## src/rtl/mem_access_ctrl_pkg.sv

```systemverilog
// mem_access_ctrl_pkg: state encoding and address-map defaults for the MEM-stage SRAM controller
package mem_access_ctrl_pkg;
    typedef enum logic [1:0] {IDLE, LO, HI, DONE} state_t;
    localparam logic [31:0] BASE_ADDR_DEF = 32'd1024;
    localparam int CNT_W = 4;
endpackage

```

## src/rtl/mem_access_ctrl_wait_counter.sv

```systemverilog
// mem_access_ctrl_wait_counter: loadable down-counter that paces each halfword transfer
module mem_access_ctrl_wait_counter
    import mem_access_ctrl_pkg::*;
(
    input  logic             clk,
    input  logic             rst,
    input  logic             load,
    input  logic             dec,
    input  logic [CNT_W-1:0] load_val,
    output logic             zero
);
    logic [CNT_W-1:0] cnt;
    always_ff @(posedge clk)
        if (!rst) cnt <= '0;
        else if (load) cnt <= load_val;
        else if (dec && !zero) cnt <= cnt - 1'b1;
    assign zero = cnt == '0;
endmodule

```

## src/rtl/mem_access_ctrl.sv

```systemverilog
// mem_access_ctrl: splits one 32-bit load/store into two 16-bit SRAM transfers, freezing the pipeline meanwhile
module mem_access_ctrl
    import mem_access_ctrl_pkg::*;
#(
    parameter logic [31:0] BASE_ADDR = BASE_ADDR_DEF,
    parameter int          SRAM_AW   = 18,
    parameter int          WAIT_CYC  = 1
) (
    input  logic               clk,
    input  logic               rst,
    input  logic               mem_read,
    input  logic               mem_write,
    input  logic [31:0]        alu_result,
    input  logic [31:0]        val_Rm,
    output logic               freeze,
    output logic [31:0]        mem_rdata,
    output logic               done,
    output logic [SRAM_AW-1:0] sram_addr,
    output logic               sram_we_n,
    output logic [15:0]        sram_dq_out,
    output logic               sram_dq_oe,
    input  logic [15:0]        sram_dq_in
);
    state_t state, nxt;
    logic req, zero, busy, start, xfer_n, st_n, is_store, is_load, unused_off;
    logic [31:0] off, data, data_n;
    logic [SRAM_AW-2:0] hw, hw_n;
    logic [15:0] lo;

    assign req        = mem_read | mem_write;
    assign off        = alu_result - BASE_ADDR;
    assign unused_off = ^{off[31:SRAM_AW+1], off[1:0]};
    assign busy       = state == LO || state == HI;
    assign start      = state == IDLE && req;
    assign freeze     = rst && (start || busy);
    assign done       = state == DONE;

    // In IDLE the request is still on the inputs, so outputs for the first LO cycle come from them directly
    assign hw_n   = state == IDLE ? off[SRAM_AW:2] : hw;
    assign data_n = state == IDLE ? val_Rm : data;
    assign st_n   = state == IDLE ? mem_write : is_store;
    assign xfer_n = nxt == LO || nxt == HI;

    always_comb begin
        nxt = state;
        nxt = state == IDLE ? (req ? LO : IDLE) :
              state == LO   ? (zero ? HI : LO) :
              state == HI   ? (zero ? DONE : HI) : IDLE;
    end

    mem_access_ctrl_wait_counter u_wait (
        .clk      (clk),
        .rst      (rst),
        .load     (start || (state == LO && zero)),
        .dec      (busy && !zero),
        .load_val (CNT_W'(WAIT_CYC)),
        .zero     (zero)
    );

    always_ff @(posedge clk)
        if (!rst) begin
            state       <= IDLE;
            mem_rdata   <= '0;
            sram_we_n   <= 1'b1;
            sram_dq_oe  <= 1'b0;
            sram_addr   <= '0;
            sram_dq_out <= '0;
        end else begin
            state      <= nxt;
            sram_we_n  <= !(xfer_n && st_n);
            sram_dq_oe <= xfer_n && st_n;
            if (xfer_n) begin
                sram_addr   <= {hw_n, nxt == HI};
                sram_dq_out <= nxt == HI ? data_n[31:16] : data_n[15:0];
            end
            if (state == HI && zero && is_load) mem_rdata <= {sram_dq_in, lo};
        end

    always_ff @(posedge clk) begin
        if (start) begin
            hw       <= off[SRAM_AW:2];
            data     <= val_Rm;
            is_store <= mem_write;
            is_load  <= mem_read && !mem_write;
        end
        if (state == LO && zero && is_load) lo <= sram_dq_in;
    end
endmodule

```

## config.mk

```make
export PLATFORM = sky130hd
export DESIGN_NAME = mem_access_ctrl
export DESIGN_NICKNAME = d
export VERILOG_FILES = /design/src/rtl/mem_access_ctrl_pkg.sv /design/src/rtl/mem_access_ctrl_wait_counter.sv /design/src/rtl/mem_access_ctrl.sv
export SDC_FILE = /design/constraint.sdc
export NUM_CORES = 1
export LEC_CHECK = 0
export CAP_MARGIN = 15
export CORE_MARGIN = 2
export CORE_UTILIZATION = 35
export DETAILED_ROUTE_END_ITERATION = 10
export GPL_TIMING_DRIVEN = 0
export SETUP_SLACK_MARGIN = 0.15
export SYNTH_ARGS = -nofsm -noshare
export SYNTH_HDL_FRONTEND = slang
export SYNTH_SLANG_ARGS = --single-unit
```

## constraint.sdc

```tcl
create_clock -name clk -period 11.55 [get_ports clk]
set_input_delay 2.31 -clock clk [delete_from_list [all_inputs] [get_ports clk]]
set_output_delay 2.31 -clock clk [all_outputs]
set_load 0.005 [all_outputs]
```

Word-level counts from Yosys, hierarchy flattened
Index checks and enable logic that the tools add are counted.
{ "word_totals": {"ff_bits": 141, "in_bits": 84, "out_inout_bits": 70, "elab_cells": 55} }
{ "classes": {"addsub": 2, "n_eq_ne": 5, "n_mux": 12, "bitwise_logic": 2, "n_reduce_logical": 21} }
{ "op_table": {"columns": ["op", "n"], "rows": [
  ["32-bit 2-to-1 mux", 1],
  ["19-bit by 11-bit subtractor with 19-bit output (second input constant)", 1],
  ["17-bit 2-to-1 mux", 1],
  ["16-bit 2-to-1 mux", 1],
  ["1-bit logical AND", 10],
  ["2-bit 2-to-1 mux", 4],
  ["2-bit == test (second input constant)", 3],
  ["1-bit 2-to-1 mux", 5],
  ["2-bit by 1-bit == test with 1-bit output (second input constant)", 2],
  ["4-bit zero test", 1],
  ["1-bit logical OR", 4],
  ["4-bit by 1-bit subtractor with 4-bit output (second input constant)", 1],
  ["1-bit zero test", 3],
  ["2-bit zero test", 1],
  ["2-bit nonzero test", 1],
  ["2-bit OR reduction", 1],
  ["1-bit NOT", 1],
  ["1-bit OR", 1]
]} }

Depth between registers and ports, before layout
{ "depth": {"depth_word": 9, "ltp_mapped": 12, "depth_no_buf": 10} }

Hierarchy
A second synthesis with hierarchy kept.
{ "hier_totals": {"cells_unflattened": 457, "area_unflattened_um2": 5507.8} }
{ "modules_own_cells": {"columns": ["module", "n_inst", "cells_each", "area_per_inst_um2"], "rows": [
  ["mem_access_ctrl", 1, 426, 5251.3],
  ["mem_access_ctrl_wait_counter", 1, 31, 256.5]
]} }

Worst setup path after synthesis
Ideal clock, no wire load.
{ "synth_timing": {"path_kind": "in2out", "start": "input port mem_read", "end": "output port freeze", "arrival_ns": 3.778, "path_slack_ns": 5.462, "cell_stages": 3, "n_path_buf": 0, "cell_sequence": "o21a_1 -> nor2_1 -> nor2_1"} }
{ "synth_via": {"elab_chain_len": 4} }
{ "synth_lines": {"columns": ["item", "line", "source"], "rows": [
  ["start, declared", "mem_access_ctrl.sv:11", "input logic mem_read,"],
  ["1-bit OR", "mem_access_ctrl.sv:30", "assign req = mem_read | mem_write;"],
  ["1-bit logical AND", "mem_access_ctrl.sv:34", "assign start = state == IDLE && req;"],
  ["1-bit logical OR", "mem_access_ctrl.sv:35", "assign freeze = rst && (start || busy);"],
  ["1-bit logical AND", "mem_access_ctrl.sv:35", null],
  ["end, declared", "mem_access_ctrl.sv:15", "output logic freeze,"]
]} }
Every way passes these cells.

Worst setup path in the final report
{ "layout_timing": {"start": "input port mem_write", "end": "output port freeze"} }
{ "layout_via": {"elab_chain_len": 4} }
{ "layout_lines": {"columns": ["item", "line", "source"], "rows": [
  ["start, declared", "mem_access_ctrl.sv:12", "input logic mem_write,"],
  ["1-bit OR", "mem_access_ctrl.sv:30", null],
  ["1-bit logical AND", "mem_access_ctrl.sv:34", null],
  ["via start", "mem_access_ctrl.sv:25", "logic req, zero, busy, start, xfer_n, st_n, is_store, is_load, unused_off;"],
  ["1-bit logical OR", "mem_access_ctrl.sv:35", null],
  ["1-bit logical AND", "mem_access_ctrl.sv:35", null]
]} }
The timed path passes the listed nets, and every way through them passes these cells.

==> metrics.csv <==
metric,value,unit
status,completed,
"Data arrival, critical path",4330,ps
CTS Buf Count,17,
post-synth cell types,39,
clk_skew,7.13,ps
routed wire length,12700,um
WP depth,5,
Slew HR,40.3,%
Die W,129,um
Pwr Density,174,nW/um2
R2R Setup Slk,7860,ps
Top Ports,154,
CTS max path bufs,2,
WP buf/inv,2,
fill cell count,1371,
Post-synth EDFFs,67,
Layout area overhead,41.0,%
Cells after DPL,769,
Psw,0.000318,W
synth top area cells,"edfxtp_1, dfxtp_1, mux4_2",
Comb power frac,14.7,%
number of diodes,0,
Initial Utilization,35.8,%
area share of the largest cell type after synthesis,36.9,%
Setup Buffers After CTS,0,
routed vias,3800,
multi-input logic area,1800,um2
worst flop-to-flop path startpoint,state[0],
core area,15200,um2
Vias/cell,4.74,
input/output buffers,137,
hpwl dp,9170,um
syn avg cell area,12.3,um2
drt pass-1 iters,4,
final core utilization,50.5,%
Post-CTS Hold Buffers,0,
largest net degree at the start of global routing,33,
setup TNS,0,ps
"Req. time, crit path",9240,ps
"Seq/Total Area, Yosys",64.2,%
first-pass GRT wire length,20300,um
crit path launch,mem_write,
layout cell share with drive strength beyond 1,11.1,%
Final nets,691,
vias in the first global route,3969,
VDD IR max,0.102,mV
Yosys top cell by area,edfxtp_1,
"CTS clk-pin slew, worst paths",60,ps
Die H,129,um
Hold Path Class,flop to flop,
leakage power,2.80,nW
clk sinks,141,
Std-Cell Rows,45,
P_int,0.00102,W
slowest CP cell,o21a_2,
Root Driver,clkbuf_16,
hold depth,2,
CP max stage delay,740,ps
RSZ-0062 raised after global routing,false,
register area,3490,um2
Flop pwr share,44.0,%
CTS resizes,0,
Final Critical Period,6640,ps
initial antenna violation count,0,
Fin. Hold Viols,0,
CP Capture Type,output port,
family with the most delay on the worst path,buffers and inverters,
CTS tree,yes,
FF-to-FF path depth,11,
maxcap violations,0,
max-slew violations,0,
RR Endpoint,sram_dq_out[11],
final RePlAce weighted congestion,0.744,
Sw Ratio,23.8,%
syn nets,534,
Worst setup SP type,input port,
Residual DRC,0,
Worst-Margin Slew,896,ps
crit path max fanout,32,
Initial DRC Count,181,
Synth Flop Type,dfxtp_1,
latest clock arrival within the worst-skew pair,420,ps
Antenna Nets Post-Route,0,
Max Freq,0.151,GHz
global route overflow,0,
drt wl/cell,15.9,um
clock network power share,41.3,%
commonest cells in the netlist,"dfxtp_1, nand2_1, edfxtp_1",
"FF+latch count, synth",141,
worst path cell trace,clkdlybuf4s50_1 -> o21a_2 -> nor2_1 -> nor2_1 -> clkdlybuf4s50_1,
top-count cell post-synth,dfxtp_1,
Die Area,16600,um2
"Worst Path Class, Setup",input port to output port,
Final Cycle Share,57.5,%
Post-Syn Instances,443,
Finished Layout Cells,801,
Async SR Flop Fraction,0,%
All-Layer GR Usage,16.2,%
Netlist Area Pre-Place,5450,um2
CTS HTree Levels,4,
"Warnings, synthesis",0,
endpoints failing setup,0,
crit path to,freeze,
metrics by stage:
stage	power (W)	hold slack (ps)	instance area (um2)	setup slack, ps
after floorplan	0.000696	453	5450	5460
after global routing	0.00139	482	7680	4760
after detailed placement	0.000796	451	7080	4890
final	0.00133	456	7680	4910
after CTS	0.00135	459	7680	4870
after global placement	0.000789	443	7050	3740
per-layer routing:
metal | vias to the layer above | track usage, % | share of wire, % | wire length (um)
met4 | 0 | 6.91 | 1.3 | 172
met2 | 93 | 27.4 | 51 | 6530
met5 | - | 0 | 0 | 0
li1 | 1883 | - | - | -
met3 | 14 | 5.20 | 6.0 | 761
met1 | 1810 | 19.0 | 41 | 5280
sequential cells by signal (all words and copies together), names as in the netlist:
register and cells:
u_wait.cnt 4, hw 17, lo 16, sram_dq_out 16, state 2, is_load 1, sram_dq_oe 1, data 32
mem_rdata 32, is_store 1, sram_addr 18, sram_we_n 1
cells in the final DEF, fill, tap and decap left out, drive strengths merged, types with 3 or more instances in the layout:
cell type	netlist	layout
a21oi	45	45
and2	3	3
buf	11	12
bufinv	0	3
clkbuf	15	32
clkdlybuf4s50	0	137
clkinv	0	6
clkinvlp	0	4
dfxtp	74	74
edfxtp	67	67
ha	7	7
inv	11	13
mux2i	28	28
mux4	16	16
nand2	71	71
nand3	4	4
nor2	46	46
nor2b	3	3
nor3	3	3
nor3b	3	3
o21ai	5	5
xnor2	3	3
xor2	5	5
cells by family (layout without fill, tap and decap cells):
logic type | count (synthesis) | in the layout | synth area share, %
AOI/OAI and AO/OA | 62 | 62 | 6.39
xor gates and xnor gates | 8 | 8 | 1.29
adders and majority gates | 7 | 7 | 1.61
buffers and inverters | 37 | 207 | 2.76
DFF | 141 | 141 | 64.2
muxes | 46 | 46 | 12.2
and+or+nand+nor | 142 | 142 | 11.6
area by class of cell:
class                           instances  area share (%)
Buffer                                 26            1.42
Sequential cell                       141            45.5
Multi-Input combinational cell        265            23.5
Timing Repair Buffer                  138            18.2
Tap cell                              188            3.06
Clock inverter                         15            2.23
Clock buffer                           17            5.54
Inverter                               11           0.538
worst min-delay path: stages (launching register included):
cell	delay (ps)
dfxtp_1	310
nand2_1	50
a21oi_1	50
worst min path at each step:
stage	start	endpoint
floorplan	mem_rdata[0]	mem_rdata[0]
global placement	mem_rdata[1]	mem_rdata[1]
detailed placement	mem_rdata[3]	mem_rdata[3]
CTS	mem_rdata[3]	mem_rdata[3]
global route	mem_rdata[30]	mem_rdata[30]
finish	mem_rdata[3]	mem_rdata[3]
power groups by stage:
stage / sequential [W] / clock (W) / combinational, W
floorplan: 0.000596 / 0 / 0.000100
global placement: 0.000597 / 0 / 0.000192
detailed placement: 0.000597 / 0 / 0.000198
CTS: 0.000587 / 0.000563 / 0.000200
global route: 0.000591 / 0.000584 / 0.000215
finish: 0.000587 / 0.000550 / 0.000196
(Power assumes the default switching activity.)
